[src/rtl/alu_share_arbiter_pkg.sv]
// alu_share_arbiter_pkg
//   Shared constants for the EX-stage ALU share arbiter: ALUOp encodings
//   seen on alu_op, requester id encodings for resp_id, and a small helper
//   that turns a one-hot grant into a requester id.
//   No ports (package).

package alu_share_arbiter_pkg;

   localparam int ALU_OP_W = 5;

   typedef logic [ALU_OP_W-1:0] alu_op_t;

   // ALUOp codes understood by the shared EX-stage ALU.
   localparam alu_op_t ALU_ADD  = 5'd0;
   localparam alu_op_t ALU_SUB  = 5'd1;
   localparam alu_op_t ALU_SLL  = 5'd2;
   localparam alu_op_t ALU_SLT  = 5'd3;
   localparam alu_op_t ALU_SLTU = 5'd4;
   localparam alu_op_t ALU_XOR  = 5'd5;
   localparam alu_op_t ALU_SRL  = 5'd6;
   localparam alu_op_t ALU_SRA  = 5'd7;
   localparam alu_op_t ALU_OR   = 5'd8;
   localparam alu_op_t ALU_AND  = 5'd9;
   localparam alu_op_t ALU_BEQ  = 5'd10;
   localparam alu_op_t ALU_BNE  = 5'd11;
   localparam alu_op_t ALU_BLT  = 5'd12;
   localparam alu_op_t ALU_BGE  = 5'd13;
   localparam alu_op_t ALU_BLTU = 5'd14;
   localparam alu_op_t ALU_BGEU = 5'd15;

   // resp_id decode: which requester a response belongs to.
   localparam logic ARB_ID_PIPE = 1'b0;
   localparam logic ARB_ID_AUX  = 1'b1;

   // Map a one-hot (or empty) two-bit grant onto a requester id.
   // An empty grant maps to the pipeline id; callers only use the result
   // when some grant is active.
   function automatic logic grant_to_id(input logic [1:0] grant);
      return grant[1] ? ARB_ID_AUX : ARB_ID_PIPE;
   endfunction

endpackage

[src/rtl/alu_share_arbiter_rr_arb2.sv]
// rr_arb2
//   Two-way request arbiter producing a one-hot grant.
//   Build option: ALU_ARB_FIXED_PRIO_EN
//     undefined - round-robin: on contention the requester that did not
//                 win last time is granted.
//     defined   - fixed priority: requester 0 always wins contention;
//                 last_grant is accepted but has no effect.
//   Ports:
//     valid[1:0]  in   request valids (bit N = requester N)
//     enable      in   grants allowed this cycle (response slot free)
//     last_grant  in   requester id of the most recent acceptance
//     grant[1:0]  out  one-hot grant, all zero when disabled or idle

module rr_arb2 (
   input  logic [1:0] valid,
   input  logic       enable,
   input  logic       last_grant,
   output logic [1:0] grant
);

`ifdef ALU_ARB_FIXED_PRIO_EN
   logic unused_last_grant;
   assign unused_last_grant = last_grant;
`endif

   always_comb begin
      grant = 2'b00;
      if (enable) begin
         unique case (valid)
            2'b01:   grant = 2'b01;
            2'b10:   grant = 2'b10;
            2'b11: begin
`ifdef ALU_ARB_FIXED_PRIO_EN
               grant = 2'b01;
`else
               // Favour whoever did not win the previous acceptance.
               grant = last_grant ? 2'b01 : 2'b10;
`endif
            end
            default: grant = 2'b00;
         endcase
      end
   end

endmodule

[src/rtl/alu_share_arbiter.sv]
// alu_share_arbiter
//   Shares the single combinational EX-stage ALU between the main pipeline
//   (requester 0) and an auxiliary helper (requester 1). One request is
//   granted per cycle; the ALU outputs are captured into a one-entry
//   response register drained through a valid/ready consumer port.
//   A drain and a new capture may happen on the same edge, so the block
//   sustains one operation per cycle.
//   Build option: ALU_ARB_FIXED_PRIO_EN (see rr_arb2) selects fixed
//   priority for requester 0 instead of round-robin.
//   Parameters:
//     DATA_W  operand/result width (must match the ALU datapath)
//     TAG_W   opaque requester tag width
//   Ports:
//     clk, rst                 clock, synchronous active-high reset
//     reqN_valid/ready         requester N handshake
//     reqN_op/a/b/tag          requester N ALUOp, operands, tag
//     alu_op/a/b               operands driven to the shared ALU
//     alu_result, alu_branch   combinational ALU outputs
//     resp_valid/ready         response handshake
//     resp_data/branch/id/tag  captured result, branch flag, owner, tag

module alu_share_arbiter
   import alu_share_arbiter_pkg::*;
#(
   parameter int DATA_W = 32,
   parameter int TAG_W  = 4
) (
   input  logic              clk,
   input  logic              rst,

   input  logic              req0_valid,
   output logic              req0_ready,
   input  logic [4:0]        req0_op,
   input  logic [DATA_W-1:0] req0_a,
   input  logic [DATA_W-1:0] req0_b,
   input  logic [TAG_W-1:0]  req0_tag,

   input  logic              req1_valid,
   output logic              req1_ready,
   input  logic [4:0]        req1_op,
   input  logic [DATA_W-1:0] req1_a,
   input  logic [DATA_W-1:0] req1_b,
   input  logic [TAG_W-1:0]  req1_tag,

   output logic [4:0]        alu_op,
   output logic [DATA_W-1:0] alu_a,
   output logic [DATA_W-1:0] alu_b,
   input  logic [DATA_W-1:0] alu_result,
   input  logic              alu_branch,

   output logic              resp_valid,
   input  logic              resp_ready,
   output logic [DATA_W-1:0] resp_data,
   output logic              resp_branch,
   output logic              resp_id,
   output logic [TAG_W-1:0]  resp_tag
);

   logic             slot_free;
   logic [1:0]       grant;
   logic             accept;
   logic             grant_id;
   logic             last_grant;
   logic [TAG_W-1:0] grant_tag;

   // The slot is reusable when empty or when its content leaves this cycle.
   assign slot_free = !resp_valid || resp_ready;

   rr_arb2 u_arb (
      .valid      ({req1_valid, req0_valid}),
      .enable     (slot_free),
      .last_grant (last_grant),
      .grant      (grant)
   );

   // Grant is already gated by slot_free and implies the matching valid.
   assign req0_ready = grant[0];
   assign req1_ready = grant[1];
   assign accept     = |grant;
   assign grant_id   = grant_to_id(grant);

   // Operand mux: idle and stalled cycles present zeros to the ALU so the
   // shared datapath does not toggle on stale operands.
   always_comb begin
      alu_op    = '0;
      alu_a     = '0;
      alu_b     = '0;
      grant_tag = '0;
      if (grant[0]) begin
         alu_op    = req0_op;
         alu_a     = req0_a;
         alu_b     = req0_b;
         grant_tag = req0_tag;
      end else if (grant[1]) begin
         alu_op    = req1_op;
         alu_a     = req1_a;
         alu_b     = req1_b;
         grant_tag = req1_tag;
      end
   end

   // Response register and round-robin pointer. The pointer resets to the
   // auxiliary id so the pipeline wins the first contended cycle, and it
   // only moves on a real acceptance.
   always_ff @(posedge clk) begin
      if (rst) begin
         resp_valid  <= 1'b0;
         resp_data   <= '0;
         resp_branch <= 1'b0;
         resp_id     <= ARB_ID_PIPE;
         resp_tag    <= '0;
         last_grant  <= ARB_ID_AUX;
      end else begin
         if (accept) begin
            resp_valid  <= 1'b1;
            resp_data   <= alu_result;
            resp_branch <= alu_branch;
            resp_id     <= grant_id;
            resp_tag    <= grant_tag;
            last_grant  <= grant_id;
         end else if (resp_ready) begin
            resp_valid  <= 1'b0;
         end
      end
   end

endmodule

[config.mk]
export PLATFORM = sky130hd
export DESIGN_NAME = alu_share_arbiter
export DESIGN_NICKNAME = d
export VERILOG_FILES = /design/src/rtl/alu_share_arbiter_pkg.sv /design/src/rtl/alu_share_arbiter_rr_arb2.sv /design/src/rtl/alu_share_arbiter.sv
export SDC_FILE = /design/constraint.sdc
export NUM_CORES = 1
export LEC_CHECK = 0
export ABC_AREA = 1
export CORE_AREA = 2 2 115 117
export CTS_CLUSTER_DIAMETER = 150
export DETAILED_ROUTE_END_ITERATION = 8
export DIE_AREA = 0 0 117 119
export HOLD_SLACK_MARGIN = 0.12
export PLACE_DENSITY = 0.68
export SYNTH_ARGS = -nofsm -noshare
export SYNTH_HDL_FRONTEND = slang
export SYNTH_HIERARCHICAL = 1
export SYNTH_SLANG_ARGS = --single-unit
[constraint.sdc]
create_clock -name clk -period 4 [get_ports clk]
set_input_delay 0.8 -clock clk [delete_from_list [all_inputs] [get_ports clk]]
set_output_delay 0.8 -clock clk [all_outputs]
set_load 0.05 [all_outputs]
; ---- After elaboration in Yosys (flattened, before gate mapping)
; Index checks and enable logic that the tools add are counted.
[totals]
in_bits = 184
elab_cells = 27
reg_bits = 40
output_inout_bits = 110
[classes]
n_reduce_logical = 4
eq_ne = 3
muxes = 14
[op_table]
columns = cell, n
row1 = two-way mux 32 bit, 4
row2 = two-way mux 5 bit, 2
row3 = two-way mux 4 bit, 2
row4 = one-hot mux 2 bit (3 select lines), 1
row5 = equality test 2 bit (second input constant), 2
row6 = two-way mux 2 bit, 2
row7 = two-way mux 1 bit, 3
row8 = equality test 2 x 1 -> 1 bit (second input constant), 1
row9 = nonzero test 2 bit, 1
row10 = OR reduction 2 bit, 1
row11 = logical NOT 1 bit, 1
row12 = logical OR 1 bit, 1

; ---- Longest topological paths before layout
; Gate-level depths: netlist of run 1.
[logic_depth]
ltp_word = 5
depth_mapped = 10
depth_no_buf = 9

; ---- By module
; Netlist of run 1, hierarchy kept.
[modules_own_cells]
columns = mod, cells_per_inst, area_each_um2, instances
row1 = alu_share_arbiter, 417, 2488.6, 1
row2 = rr_arb2, 5, 21.3, 1

; ---- Worst setup path before layout of run 1
; No wires, ideal clock.
[synth_timing]
path_type = input to output
from = input port resp_ready
to = output port alu_a[0]
setup_slack_ns = 0.369
n_path_buf = 2
arrival_ns = 2.831
stages = 8
t_required_ns = 3.200
path_cell_list = inv_1 nand2_1 nand2_1 a21oi_1 buf_4 buf_2 nand3_1 nand2_1
[synth_between]
elab_chain_len = 4
[synth_lines]
columns = item, line
row1 = from (decl), alu_share_arbiter.sv:52  ; input logic resp_ready,
row2 = logical OR 1 bit, alu_share_arbiter.sv:67  ; assign slot_free = !resp_valid || resp_ready;
row3 = named net slot_free, alu_share_arbiter.sv:59  ; logic slot_free;
row4 = two-way mux 2 bit, alu_share_arbiter_rr_arb2.sv:28  ; if (enable) begin
row5 = named net req1_ready, alu_share_arbiter.sv:39  ; output logic req1_ready,
row6 = two-way mux 32 bit, alu_share_arbiter.sv:94  ; end else if (grant[1]) begin
row7 = two-way mux 32 bit, alu_share_arbiter.sv:89  ; if (grant[0]) begin
row8 = to (decl), alu_share_arbiter.sv:46  ; output logic [DATA_W-1:0] alu_a,
; The timed path passes the listed nets, and every way through them passes these cells.

; ---- Worst setup path in the final report of run 1
[layout_timing]
from = input port resp_ready
to = output port alu_op[2]
[layout_between]
elab_chain_len = 4
[layout_lines]
columns = item, line
row1 = logical OR 1 bit (*), alu_share_arbiter.sv:67
row2 = named net slot_free, alu_share_arbiter.sv:59
row3 = two-way mux 2 bit (*), alu_share_arbiter_rr_arb2.sv:28
row4 = two-way mux 5 bit, alu_share_arbiter.sv:94
row5 = two-way mux 5 bit (*), alu_share_arbiter.sv:89
row6 = to (decl), alu_share_arbiter.sv:45  ; output logic [4:0] alu_op,
; Mark *: on every way through the listed nets, which the timed path passes. The rest lies on a longest branch.

==> results of run 1 <==
[worst min-delay path, cell delays in order (launching register included)]
cell	delay [ps]
dfxtp_1	320
nor2_1	40
nor2_1	80
[final timing paths]
kind                      start             to  slack [ps]
setup / recovery     resp_ready      alu_op[2]         560
hold / removal    resp_data[25]  resp_data[25]         480
setup reg to reg     resp_valid  resp_data[29]        1990
hold reg to reg   resp_data[25]  resp_data[25]         480
[final cells by class]
| cell class | count | area share (%) |
|---|---|---|
| multi-input cells | 337 | 22.58 |
| well taps | 176 | 3.456 |
| clock inverters | 2 | 0.6088 |
| diodes | 2 | 0.07855 |
| clock buffers | 6 | 2.180 |
| repair buffers | 299 | 57.93 |
| inverters | 10 | 0.5892 |
| flip-flops and latches | 40 | 12.57 |
[Yosys cell counts (all sizes together)]
library cell,number
a21oi,4
nand2,155
nor2,67
nand3,78
inv,10
o21ai,33
dfxtp,40
buf,32
clkbuf,3
[power groups by stage]
stage | registers [mW] | logic [mW] | clock network (mW)
after detailed placement | 0.469 | 1.20 | 0
final | 0.460 | 1.19 | 0.479
after global placement | 0.467 | 1.19 | 0
after CTS | 0.460 | 1.20 | 0.494
after global routing | 0.464 | 1.25 | 0.511
after floorplan | 0.606 | 0.461 | 0
[cell families after synthesis]
kind of cell / after synthesis
compound gates: 37
buf+inv: 45
flops: 40
simple gates: 300
[sequential cells by signal, summed over array words and instances, names as in the netlist]
name         cells
resp_valid       1
resp_tag         4
resp_id          1
last_grant       1
resp_data       32
resp_branch      1
[metrics by stage]
stage          utilization [%]  worst slack (ps)  instance area, sq um
2_1_floorplan                -             369.4                  2510
3_3_place_gp             48.07             585.1                  6188
3_5_place_dp             48.07             536.3                  6188
4_1_cts                  49.45             542.2                  6366
5_1_grt                  49.48             430.0                  6371
6_report                 49.48             561.2                  6371
[layer usage]
| metal | GRT usage (%) | routed length [um] | part of all wire (%) | vias up |
|---|---|---|---|---|
| li1 | - | - | - | 1880 |
| met1 | 19.75 | 5038 | 40 | 1653 |
| met2 | 29.59 | 6199 | 49 | 164 |
| met3 | 4.529 | 1173 | 9.3 | 14 |
| met4 | 5.221 | 263 | 2.1 | 0 |
| met5 | 0 | 0 | 0 | - |
==> metrics.md, run 1 <==
| Metric | Value |
|---|---|
| Worst-Margin Slew | `578.1 ps` |
| Remaining DRCs | `0` |
| Worst Skew | `2.174 ps` |
| Core Area | `12870 sq um` |
| Leading area contributor after synthesis | `dfxtp_1` |
| Seq pwr share | `21.6%` |
| Syn_nets | `606` |
| CP Data Required Time | `approximately 3200 ps` |
| RSZ-0062 raised after global routing | `false` |
| Setup bufs post-CTS | `0` |
| Routed wire length | `12670 um` |
| Final min period | `around 3400 ps` |
| Setup crit end kind | `output port` |
| Die Span Y | `119 um` |
| Fill count | `1259` |
| Non-Filler Instances | `872` |
| Combinational Power Share | `about 56%` |
| Cts hold-fix bufs | `0` |
| Most common cell after layout, fill and taps aside | `clkdlybuf4s50_1` |
| Crit start category | `primary input` |
| Kind of cell adding the most delay to the critical path | `buffers and inverters` |
| Gpl congestion | `0.7782` |
| Status | `finished, final reports clean` |
| Register area share after synthesis | `31.90%` |
| Setup Crit Path Kind | `primary input to output port` |
| Part of the cycle the worst path needs | `85.97%` |
| DR vias | `3711` |
| ANT nets after route | `0` |
| Seq cells post-synth | `40` |
| Gr ovfl total | `0` |
| Hold_ws | `478.0 ps` |
| Footprint of the multi-input gates | `about 1400 sq um` |
| Worst EP arrival | `2640 ps` |
| Clock group share of total power | `22.5%` |
| Worst-path cell chain | `clkdlybuf4s50_1 > inv_1 > nand2_1 > nand2_1 > a21oi_4 > buf_4 > nand2_1 > nand2_1 > buf_12` |
| Port-buffer cells | `293` |
| Yosys cell types | `15` |
| Global-route wire length before repair | `about 18000 um` |
| Number of global-route vias before repair | `3360` |
| Hold Crit Class | `flop to flop` |
| Hold path depth | `2` |
| Synth Instances | `422` |
| Die width | `117 um` |
| Max Cap Viol | `0` |
| Placed Instances | `862` |
| Post-synthesis mux area share | `0%` |
| PD cells | `334.3 nW/um^2` |
| Most frequent cells in the layout | `clkdlybuf4s50_1 (223), nand2_1 (155), nand3_1 (78)` |
| R2R cell count | `8` |
| Overall power | `about 2.1 mW` |
| Syn-to-layout area delta | `153.8%` |
| Max Fanout on Critical Path | `30` |
| Clock sinks | `40` |
| Largest stage delay, worst path | `450 ps` |
| Final Hold Fails | `0` |
| Post-DR wirelength/cell | `~15 um` |
| I/O Pins | `between 200 and 300` |
| Adder and majority gate portion of the synthesized area | `0%` |
| Total CTS buffers | `5` |
| Relative slew slack | `61.40%` |
| Initial Util | `19.49%` |
| FF/Latch Area | `~800 sq um` |
| H-tree lvl count | `2` |
| Crit. path cell count | `9` |
| Initial antenna violation count | `2` |
| CP bufs+invs | `4` |
| Clock Tree Buf Depth | `2` |
| Crit-path most repeated cell | `nand2_1` |
| Largest family of logic cells by synthesized area | `simple AND/OR/NAND/NOR gates` |
| Final HPWL DP | `10030 um` |
| Gr usage total | `16.87%` |
| Syn Area/Cell | `5.948 sq um` |
| Final setup violation count | `0` |
| Iter 0 DRT Violations | `approximately 200` |
| Drt first pass iters | `4` |
| Static leakage | `2.818 nW` |
| Top post-synthesis cells by area | `dfxtp_1 (32%), nand2_1 (23%), nand3_1 (16%)` |
| Yosys warns | `6` |
| TritonCTS clock tree | `yes` |
| XOR/XNOR share of the synthesized area | `0%` |
| Highest clock rate | `290.8 MHz` |
| Share of cells above drive strength 1 | `approximately an eighth` |
| Slowest-stage cell, CP | `clkdlybuf4s50_1` |
| P_int | `1.292 mW` |
| Sw Ratio | `between 30% and 40%` |
| Clock Tree Root | `clkbuf_16` |
| Fin Setup TNS | `0 ps` |
| Psw | `0.8382 mW` |
| Reg clk slew, reported paths | `60 ps` |
| Post-synthesis compound-gate area fraction | `7.378%` |
| Simple-gate share of the synthesized area | `49.05%` |
| Final nets | `877` |
| Post-synth top area share | `31.90%` |
| Core Rows | `42` |
| Die area | `~14000 sq um` |
| Final Slew Violations | `0` |
| Maximum VDD drop | `0.1739 mV` |
| PostCTS Resize Cnt | `0` |
| Clock Latency Late Sink | `280 ps` |
| Largest net degree at the start of global routing | `between 70 and 80` |
| Cell area after synthesis | `2510 sq um` |
| Via density | `4.256` |
No activity file was read; power rests on OpenSTA's default activity.
==> run 2: changes to the inputs <==
Settings changed: CORE_AREA 2 2 115 117 to 2 2 113 115, DIE_AREA 0 0 117 119 to 0 0 115 117, PLACE_DENSITY 0.68 to 0.72.
Clock period 4 ns to 2.92 ns, I/O delays scaled along.
==> metrics.md, run 2 (synthesis gave the netlist of run 1 again) <==
| Metric | Value |
|---|---|
| Status | `finished, final reports clean` |
| Part of the cycle the worst path needs | `95.15%` |
| Worst EP arrival | `2190 ps` |
| Port-buffer cells | `293` |
| CP Data Required Time | `2340 ps` |
| Initial antenna violation count | `3` |
| H-tree lvl count | `2` |
| Worst slack, placed | `~140 ps` |
| Slowest-stage cell, CP | `clkdlybuf4s50_1` |
| Static leakage | `2.852 nW` |
| Max reg flops | `32` |
| Final setup violation count | `0` |
| Clock Tree Root | `clkbuf_16` |
| Core Rows | `41` |
| Gpl congestion | `0.7929` |
| Highest clock rate | `between 300 and 400 MHz` |
| Relative slew slack | `between 60% and 70%` |
| Crit start category | `primary input` |
| Syn-to-layout area delta | `152.0%` |
| Most common cell after layout, fill and taps aside | `clkdlybuf4s50_1` |
| DR vias | `roughly 3.7k` |
| Post-DR wirelength/cell | `around 15 um` |
| ANT nets after route | `0` |
| TritonCTS clock tree | `yes` |
| Max Cap Viol | `0` |
| Remaining DRCs | `0` |
| Final min period | `approximately 2800 ps` |
| Clock Latency Late Sink | `~280 ps` |
| Fill count | `about 1.2k` |
| Gr usage total | `17.38%` |
| Setup crit end kind | `output port` |
| CP Launch Point | `resp_ready` |
| Biggest registers after layout | `resp_data x32, resp_tag x4` |
| Hold Crit Class | `flop to flop` |
| Worst-Margin Slew | `589.9 ps` |
| Maximum VDD drop | `0.4961 mV` |
| PostCTS Resize Cnt | `0` |
| I/O Pins | `just under 300` |
| Routed wire length | `between 10000 and 15000 um` |
| PD cells | `between 400 and 500 nW/um^2` |
| Final HPWL DP | `10250 um` |
| Most flop-heavy register | `resp_data` |
| Total CTS buffers | `5` |
| Fin Setup TNS | `0 ps` |
| Cts hold-fix bufs | `0` |
| Worst Skew | `8.064 ps` |
| Worst-path cell chain | `clkdlybuf4s50_1 > inv_1 > nand2_1 > nand2_1 > a21oi_4 > buf_12 > nand2_1 > nand2_1 > buf_12` |
| Critical R2R Launch | `resp_valid` |
| Gr ovfl total | `0` |
| Drt first pass iters | `4` |
| Iter 0 DRT Violations | `218` |
| Via density | `4.326` |
| Most frequent cells in the layout | `clkdlybuf4s50_1 (222), nand2_1 (155), nand3_1 (78)` |
| Clock sinks | `40` |
| Final Hold Fails | `0` |
| Final Slew Violations | `0` |
| Setup Crit Path Kind | `primary input to output port` |
| Die width | `115 um` |
| Die Span Y | `117 um` |
| Reg clk slew, reported paths | `~50 ps` |
| Largest stage delay, worst path | `450 ps` |
| Initial Util | `20.39%` |
| Final worst slack | `141.6 ps` |
| Global-route wire length before repair | `18290 um` |
| Largest net degree at the start of global routing | `76` |
| Share of cells above drive strength 1 | `14.59%` |
| Final nets | `889` |
| Crit-path most repeated cell | `nand2_1` |
| R2R cell count | `11` |
| Max Fanout on Critical Path | `75` |
| Hold_sp | `resp_id` |
| Setup bufs post-CTS | `0` |
| Core Area | `12310 sq um` |
| Number of global-route vias before repair | `3410` |
| Hold path depth | `2` |
| Clock Tree Buf Depth | `2` |
| RSZ-0062 raised after global routing | `false` |
| Die area | `13460 sq um` |
==> run 2: cell types whose count changed in the layout (fill, tap and decap cells not counted) <==
cell,previous run,this run
buf_12,71,63
clkdlybuf4s50_1,223,222
buf_4,5,26
==> run 2: final timing paths <==
kind | end | slack [ps]
setup reg to reg | resp_tag[3] | 1030
hold / removal | resp_id | 460
hold reg to reg | resp_id | 460
setup / recovery | alu_a[17] | 140
==> run 2: through the flow <==
step | cell area, sq um | total power [mW] | std cells | hold slack [ps] | util [%]
finish | 6326 | 2.902 | 858 | 461.7 | 51.38
global route | 6326 | 3.041 | 858 | 491.5 | 51.38
CTS | 6321 | 2.930 | 856 | 466.3 | 51.34
detailed placement | 6143 | 2.277 | 848 | 455.2 | 49.90
global placement | 6143 | 2.268 | 848 | 453.1 | 49.90
floorplan | 2517 | 1.462 | 422 | 472.9 | -
==> run 2: critical path: cells and delay by family <==
family | cells | cell delay [ps]
and+or+nand+nor | 4 | 420
AOI/OAI and AO/OA | 1 | 170
buffers and inverters | 4 | 930
==> run 2: layout make-up <==
| cell class | instances | area (sq um) | share of cell area, % |
|---|---|---|---|
| inverter | 10 | 37.54 | 0.5934 |
| antenna | 2 | 5.005 | 0.07911 |
| sequential | 40 | 800.8 | 12.66 |
| timing repair buffer | 311 | 3679 | 58.15 |
| multi-input combinational | 337 | 1439 | 22.75 |
| clock buffer | 6 | 138.9 | 2.195 |
| tap | 150 | 187.7 | 2.967 |
| clock inverter | 2 | 38.79 | 0.6131 |
==> run 2: where the power goes <==
part           internal (mW)  switching [mW]  leakage [nW]
registers              0.602          0.0281         0.333
clock network          0.428           0.220        0.0871
logic                  0.729           0.894          2.43
total                   1.76            1.14          2.85
==> run 2: routing by layer <==
| metal | global-route usage [%] | up-vias | wire length [um] |
|---|---|---|---|
| met5 | 0 | - | 10 |
| met2 | 30.24 | 180 | 6216 |
| met4 | 5.221 | 2 | 329 |
| li1 | - | 1906 | - |
| met1 | 20.44 | 1604 | 4812 |
| met3 | 5.664 | 20 | 1218 |
